[src/rtl/serial_sub_ctrl.sv]
// Bit-serial subtraction sequencer: feeds one external full-subtractor cell LSB first,
// shifts its difference bits into diff and recirculates its borrow for WIDTH cycles.
module serial_sub_ctrl #(
  parameter int unsigned WIDTH = 8,
  parameter int unsigned CNT_W = 4
) (
  input  logic             clk,
  input  logic             rst_n,
  input  logic             start,
  input  logic [WIDTH-1:0] a,
  input  logic [WIDTH-1:0] b,
  output logic             busy,
  output logic             done,
  output logic [WIDTH-1:0] diff,
  output logic             borrow_out,
  output logic             fs_x,
  output logic             fs_y,
  output logic             fs_z,
  input  logic             fs_d,
  input  logic             fs_b
);

  typedef enum logic [1:0] {
    S_IDLE,
    S_RUN,
    S_DONE
  } state_t;

  localparam logic [CNT_W-1:0] LAST_CNT = CNT_W'(WIDTH - 1);

  state_t           state;
  logic [WIDTH-1:0] a_sh;
  logic [WIDTH-1:0] b_sh;
  logic [CNT_W-1:0] count;
  logic             borrow_q;

  // The shift registers are empty after WIDTH shifts and borrow_q is cleared on the
  // last edge, so the cell inputs are plain flop outputs that read 0 outside RUN.
  assign fs_x = a_sh[0];
  assign fs_y = b_sh[0];
  assign fs_z = borrow_q;

  always_ff @(posedge clk or negedge rst_n) begin
    if (!rst_n) begin
      state      <= S_IDLE;
      busy       <= 1'b0;
      done       <= 1'b0;
      diff       <= '0;
      borrow_out <= 1'b0;
      a_sh       <= '0;
      b_sh       <= '0;
      count      <= '0;
      borrow_q   <= 1'b0;
    end else begin
      case (state)
        S_IDLE, S_DONE: begin
          done <= 1'b0;
          if (start) begin
            state      <= S_RUN;
            busy       <= 1'b1;
            a_sh       <= a;
            b_sh       <= b;
            borrow_q   <= 1'b0;
            count      <= '0;
            diff       <= '0;
            borrow_out <= 1'b0;
          end else begin
            state <= S_IDLE;
          end
        end
        S_RUN: begin
          diff  <= {fs_d, diff[WIDTH-1:1]};
          a_sh  <= a_sh >> 1;
          b_sh  <= b_sh >> 1;
          count <= count + 1'b1;
          if (count == LAST_CNT) begin
            state      <= S_DONE;
            busy       <= 1'b0;
            done       <= 1'b1;
            borrow_out <= fs_b;
            borrow_q   <= 1'b0;
          end else begin
            borrow_q <= fs_b;
          end
        end
        default: begin
          state <= S_IDLE;
          busy  <= 1'b0;
          done  <= 1'b0;
        end
      endcase
    end
  end

endmodule

[config.mk]
export PLATFORM = sky130hd
export DESIGN_NAME = serial_sub_ctrl
export DESIGN_NICKNAME = d
export VERILOG_FILES = /design/src/rtl/serial_sub_ctrl.sv
export SDC_FILE = /design/constraint.sdc
export NUM_CORES = 1
export LEC_CHECK = 0
export ABC_AREA = 1
export BUFFER_PORTS_ARGS = -buffer_cell sky130_fd_sc_hd__buf_4
export CORE_MARGIN = 1
export CORE_UTILIZATION = 40
export CTS_CLUSTER_DIAMETER = 150
export DETAILED_ROUTE_END_ITERATION = 7
export PLACE_DENSITY_LB_ADDON = 0.12
export RECOVER_POWER = 100
export SLEW_MARGIN = 30
export SYNTH_ARGS = -nofsm -noshare
export SYNTH_HDL_FRONTEND = slang
export SYNTH_SLANG_ARGS = --single-unit
export TNS_END_PERCENT = 30
[constraint.sdc]
create_clock -name clk -period 2.42 [get_ports clk]
set_clock_uncertainty 0.2 [all_clocks]
set_input_delay 0 -clock clk [delete_from_list [all_inputs] [get_ports clk]]
set_output_delay 0 -clock clk [all_outputs]
set_load 0.01 [all_outputs]
### Word-level counts from Yosys, hierarchy flattened

Cells that the tools add are included.

* equality and inequality tests: 5
* add/sub/neg operators: 1
* reductions and logical operators: 6
* multiplexer cells: 21

Operators by type and width (count)
* $pmux 8 s2: 3
* $mux 8: 3
* $mux 1: 8
* $pmux 4 s2: 1
* $pmux 1 s2: 3
* $add 4x1->4 const B: 1
* $eq 4x3->1 const B: 1
* $mux 4: 1
* $ne 2x2->1 const B: 2
* $pmux 2 s2: 1
* $reduce_and 2->1: 2
* $reduce_and 3->1: 1
* $eq 2x1->1 const B: 1
* $eq 2x2->1 const B: 1
* $logic_not 2->1: 1
* $mux 2: 1
* $reduce_bool 2->1: 1
* $reduce_or 2->1: 1

* logic and storage cells: 42
* input port bits: 21
* output and inout bits: 14
* bits in registers: 34

### Logic depth before layout (Yosys ltp)

Gate-level depths: netlist of run 1.

* depth in word-level cells: 4
* mapped depth: 7
* gate-level depth less buffers: 6

### Least setup slack after synthesis of run 1

Ideal clock, no wire load.

* path type: reg2reg
* start: register, netlist name done
* end: register a_sh[1]
* path slack: 1.074 ns
* data required time: 2.096 ns
* stages on the path, launching flop included: 8
* arrival time: 1.023 ns
* buffers on the path: 1
* clock period less this slack: 1.346 ns
* library setup time: 0.124 ns
* cells stage by stage: dfrtp_1 -> inv_1 -> nand2_2 -> nand2_4 -> inv_2 -> buf_4 -> nand2_1 -> nand3_1

RTL lines
* end signal: assignment: RTL line 73 `a_sh <= a_sh >> 1;`
* end: declaration: RTL line 32 `logic [WIDTH-1:0] a_sh;`

==> results of run 1 <==
==> how the worst max path moves through the flow <==
stage,depth (start not counted),from,to
floorplan,7,done$_DFFE_PN0P_,a_sh[1]$_DFFE_PN0P_
global placement,5,state[0]$_DFFE_PN0P_,a_sh[5]$_DFFE_PN0P_
detailed placement,6,done$_DFFE_PN0P_,b_sh[5]$_DFFE_PN0P_
CTS,6,state[0]$_DFFE_PN0P_,diff[7]$_DFFE_PN0P_
global route,5,done$_DFFE_PN0P_,diff[7]$_DFFE_PN0P_
finish,5,done$_DFFE_PN0P_,diff[7]$_DFFE_PN0P_
==> registers in the layout, indices dropped and copies added, names as in the netlist <==
register	cells
a_sh	8
b_sh	8
borrow_out	1
busy	1
count	4
diff	8
done	1
fs_z	1
state	1
==> kinds of logic (layout without fill, tap and decap cells) <==
logic type                 after synthesis  after routing  share of synthesized area
and+or+nand+nor                         95             95                      0.289
DFF                                     33             33                      0.595
buffers and inverters                   19             79                     0.0622
AOI/OAI and AO/OA                       11             11                     0.0450
adders and majority gates                1              1                    0.00901
==> where the power goes <==
| group | internal (W) | total [W] | switching (W) |
|---|---|---|---|
| clock | 0.000137 | 0.000307 | 0.000170 |
| combinational | 0.000305 | 0.000803 | 0.000499 |
| sequential | 0.000785 | 0.000917 | 0.000133 |
==> stage by stage <==
step	area (sq um)	hold WS (ns)	setup WS (ns)	cells	util
final	1890	0.219	0.473	265	0.567
after global routing	1890	0.226	0.310	265	0.567
after CTS	1970	0.208	0.632	265	0.591
after detailed placement	1680	-0.236	0.981	235	0.502
after global placement	1680	-0.236	1.01	235	0.502
after floorplan	1390	-0.496	1.07	159	-
==> cell type report <==
class	instances	area, sq um	area share
inverters	14	52.6	0.0278
multi-input cells	107	467	0.247
well taps	46	57.6	0.0304
repair buffers	58	435	0.230
clock buffers	7	55.1	0.0291
flip-flops and latches	33	826	0.436
==> layout by cell type, fill, tap and decap left out <==
master | Yosys | layout
o22ai_1 | 6 | 6
nor2_1 | 4 | 4
clkbuf_1 | 0 | 15
a21oi_1 | 1 | 1
clkbuf_2 | 0 | 1
dlygate4sd3_1 | 0 | 22
inv_1 | 11 | 12
o21ai_0 | 2 | 4
nand2_1 | 68 | 70
clkbuf_8 | 0 | 1
nand4_1 | 1 | 1
ha_1 | 1 | 1
buf_4 | 1 | 20
nand3_1 | 18 | 18
nand2_4 | 2 | 1
inv_2 | 3 | 2
dfrtp_1 | 33 | 33
nor2_2 | 1 | 1
clkbuf_4 | 0 | 6
==> layer usage <==
metal | track usage | up-vias | share of wire
li1 | - | 621 | -
met1 | 0.186 | 549 | 0.46
met2 | 0.298 | 27 | 0.50
met3 | 0.0384 | 5 | 0.034
met4 | 0.0974 | 0 | 0.015
met5 | 0 | - | 0
==> worst reg2reg max path, stage by stage, from the launching register on <==
cell           delay, ns
dfrtp_1             0.40
inv_1               0.07
nand2_1             0.21
nand2_1             0.25
o21ai_0             0.19
dlygate4sd3_1       0.56
==> results.md, run 1 <==
* Outcome: complete, no violations
* Global Route Usage Sum at 0.169
* Max Root-Sink Buffers at 2
* Via count at 1202
* Leak at 0.963 nW
* Average wire per standard cell at 10.5 um
* Core Rows at 21
* Final Setup Violations at 0
* Via density at 4.54
* Hold Path Class: in -> reg
* Asr flop ratio synth at 1.00
* Count leader, synth: nand2_1
* Mapped Avg Cell Area at 8.73 sq um
* Critical path's top delay family: buffers and inverters
* Slowest CP cell: dlygate4sd3_1
* Io pins at 35
* Htree depth at 2
* Synth top area share at 0.595
* Synth Warn # at 0
* Sequential share of the synthesized area at 0.595
* CTS Buf Count at 5
* CTS clk-pin slew, worst paths at 0.10 ns
* Total gr overflow at 0
* DRC at 0
* Worst Path Required at 2.48 ns
* Worst-margin pin slew at 0.797 ns
* # nets final at 241
* Core area at 3340 sq um
* Hold Buf Count CTS at 23
* Die ar. at 3710 sq um
* CTS tree: yes
* Final TNS setup at 0 ns
* Flop and latch count out of synthesis at 33
* Reg2reg setup slack at 0.47 ns
* Initial antenna violation count at 0
* Hold path depth at 4
* RR Startpoint: done$_DFFE_PN0P_
* RR Endpoint: diff[7]$_DFFE_PN0P_
* Buffer and inverter count on the worst path at 2
* Max transition margin at 0.469
* Initial Util at 0.416
* Crit path cell chain: inv_1 > nand2_1 > nand2_1 > o21ai_0 > dlygate4sd3_1
* Power consumption at 0.00203 W
* Vias in the first global route at 1075
* Critical-path maximum fanout at 9
* Startpoint class of the critical path: flop
* Clock sinks at 33
* Share of cells above drive strength 1 at 0.146
* Die H at 60.9 um
* Crit Path Class: reg -> reg
* Worst hold start: a[7]
* Gate Count Post-Synth at 159
* Antenna viol nets, final at 0
* Die Width at 60.9 um
* Max VDD drop at 379 uV
* P&R area growth vs syn at 36.3%
* FF-to-FF path depth at 5
* Final GP Congestion at 0.703
* Largest net degree at the start of global routing at 34
* Mapped Area at 1390 sq um
* Final WL at 2.80 mm
* First-pass GRT wire length at 4.46 mm
* Crit. End Element: flop
* Cell taking the most area after synthesis: dfrtp_1
* Dpl hpwl at 1.87 mm
* Initial DRT Pass Iterations at 4
* Maxcap violations at 0
* Post-cts sizing count at 0
* Number of synthesized flops with an enable pin at 0
* Power per cell area at 1070 nW/um^2
* First-iteration detailed-routing DRC count at 46
* Synth top area cells: dfrtp_1, nand2_1, nand3_1
* # Post-CTS Setup Buffers at 0
* Clock latency on the worst-skew pair at 0.33 ns
* Max Slew Vio Count at 0
* Crit path DAT at 2.01 ns
* Max stage delay on crit path at 0.56 ns
* Fin crit share at 0.804
* Fmax at 514 MHz
* Hold Violations, Final at 0
* Most used cell, CP: nand2_1
* Port Buf Inserts at 34
* Tmin final at 1.95 ns
* Ant diodes at 0
* Filler cell count at 357
* Clock Tree Root: clkbuf_4
* Commonest cells in the netlist: nand2_1, dfrtp_1, nand3_1
* Primary FF master, synth: dfrtp_1
* Net count after synthesis at 181
* Netlist cell types at 18
* Unrepaired setup endpoints after global routing: no
* WHS Endpoint: a_sh[7]$_DFFE_PN0P_
Note: power is estimated with default switching activity, not from simulation.
==> inputs of run 2 (changes only) <==
Clock period 2.42 ns to 1.8 ns, I/O delays scaled along.
==> run 2 against run 1 <==
Against the previous run: sequential share of layout area fell by 0.63 points; via count rose by 1.8%; count of clock-buffer cells in the layout did not move; critical path type unchanged; critical endpoint unchanged; largest cell class unchanged; highest routed layer unchanged.
==> results.md, run 2 (same netlist as run 1, synthesis figures left out) <==
* # Post-CTS Setup Buffers at 0
* Fin crit share at 0.966
* Hold Path Class: in -> reg
* Final TNS setup at 0 ns
* Vias in the first global route at 1127
* Max VDD drop at 542 uV
* Leak at 0.972 nW
* Worst Path Required at 1.83 ns
* Most frequent cells in the layout: nand2_1, dfrtp_1, dlygate4sd3_1, buf_4, nand3_1
* Global Route Usage Sum at 0.180
* Core Rows at 21
* Maxcap violations at 0
* Power consumption at 0.00284 W
* Largest net degree at the start of global routing at 34
* Initial DRT Pass Iterations at 4
* Final setup margin at 0.0607 ns
* Most common cell after layout, fill and taps aside: nand2_1
* Die ar. at 3710 sq um
* Share of cells above drive strength 1 at 0.169
* Via count at 1224
* Max Slew Vio Count at 0
* Clock power share at 0.167
* Initial antenna violation count at 0
* Antenna viol nets, final at 0
* First-pass GRT wire length at 4.73 mm
* CTS clk-pin slew, worst paths at 0.10 ns
* Setup slack at placement at 0.291 ns
* Clock Tree Root: clkbuf_4
* Crit path DAT at 1.76 ns
* Dpl hpwl at 1.88 mm
* Worst Hold Slack at 0.219 ns
* Port Buf Inserts at 34
* Critical-path maximum fanout at 9
* Io pins at 35
* Startpoint class of the critical path: flop
* Logic pwr share at 0.394
* Via density at 4.62
* Most used cell, CP: nand2_4
* First-iteration detailed-routing DRC count at 75
* Final GP Congestion at 0.806
* Die H at 60.9 um
* P&R area growth vs syn at 38.3%
* CTS Buf Count at 5
* Fmax at 575 MHz
* Worst-margin pin slew at 0.783 ns
* Die Width at 60.9 um
* Tmin final at 1.74 ns
* Placed cell count at 235
* Cell Int Power at 0.00171 W
* Unrepaired setup endpoints after global routing: no
* Htree depth at 2
* Max stage delay on crit path at 0.55 ns
* # nets final at 240
* Average wire per standard cell at 11.2 um
* Outcome: complete, no violations
* Clock sinks at 33
* Final Setup Violations at 0
* Crit. End Element: flop
* CTS tree: yes
* Crit Path Class: reg -> reg
* Power per cell area at 1480 nW/um^2
* Initial Util at 0.416
* NetSw at 0.00113 W
* Max transition margin at 0.478
* Max Root-Sink Buffers at 2
* DRC at 0
* Top flop regs: a_sh: 8 flops, b_sh: 8 flops, diff: 8 flops
* Final WL at 2.96 mm
* Total gr overflow at 0
* Hold Violations, Final at 0
* Crit path cell chain: inv_2 > nand2_4 > nand2_4 > o21ai_0 > dlygate4sd3_1
* Clock latency on the worst-skew pair at 0.33 ns
* Core area at 3340 sq um
* Ant diodes at 0
* Switching part of the total power at 0.398
* Flop pwr share at 0.438
* Non-filler cells, final at 265
* Slowest CP cell: dlygate4sd3_1
-- run 2: changes by cell type in the layout (fill, tap and decap cells not counted) --
cell,previous run,this run
inv_1,12,10
inv_2,2,4
nand2_1,70,68
nand2_4,1,3
clkbuf_1,15,14
clkbuf_4,6,5
clkbuf_8,1,2
clkinv_2,0,1
nor2_2,1,0
nor2_4,0,1
-- run 2: timing repair --
item                       CTS  global route
hold endpoints to repair    62             0
gates resized for setup      0             3
setup endpoints to repair    0             1
hold buffers                22             0
-- run 2: stage by stage --
step,utilization,cell area (sq um)
detailed placement,0.502,1680
global placement,0.502,1680
CTS,0.589,1970
floorplan,-,1390
finish,0.576,1920
global route,0.576,1920
-- run 2: path summary, 6_finish.rpt --
kind / startpoint / endpoint / slack [ns] / depth (start not counted)
worst min register to register: busy$_DFFE_PN0P_ / busy$_DFFE_PN0P_ / 0.28 / 2
worst min-delay path: a[4] / a_sh[4]$_DFFE_PN0P_ / 0.22 / 4
worst max-delay path: state[0]$_DFFE_PN0P_ / diff[7]$_DFFE_PN0P_ / 0.06 / 5
worst max register to register: state[0]$_DFFE_PN0P_ / diff[7]$_DFFE_PN0P_ / 0.06 / 5
max in group asynchronous: rst_n / b_sh[2]$_DFFE_PN0P_ / 0.30 / 3
min in group asynchronous: rst_n / diff[4]$_DFFE_PN0P_ / 0.60 / 3
-- run 2: layout make-up --
class                      instances  area [sq um]
inverter                          14          52.6
clock inverter                     1          5.00
tap                               46          57.6
multi-input combinational        107           487
fill                             352          1420
clock buffer                       7          65.1
timing repair buffer              57           428
sequential                        33           826
-- run 2: worst max-delay path: cells and delay by family, from the launching register on --
family | cells | cell delay, ns
AO/OA/AOI/OAI | 1 | 0.08
buffers and inverters | 2 | 0.68
flip-flops | 1 | 0.44
AND/OR/NAND/NOR | 2 | 0.23
-- run 2: power groups by stage --
stage          logic [W]  clock network [W]  registers [W]
6_report         0.00112           0.000475        0.00124
5_1_grt          0.00129           0.000519        0.00129
4_1_cts          0.00123           0.000486        0.00125
3_5_place_dp     0.00117                  0        0.00126
3_3_place_gp     0.00114                  0        0.00125
2_1_floorplan   0.000754                  0        0.00128
-- run 2: metal layers --
layer | track usage | wire (um) | up-vias
met5 | 0 | 0 | -
met4 | 0.0682 | 50 | 0
met3 | 0.0640 | 114 | 7
met2 | 0.322 | 1520 | 27
met1 | 0.196 | 1270 | 575
li1 | - | - | 615
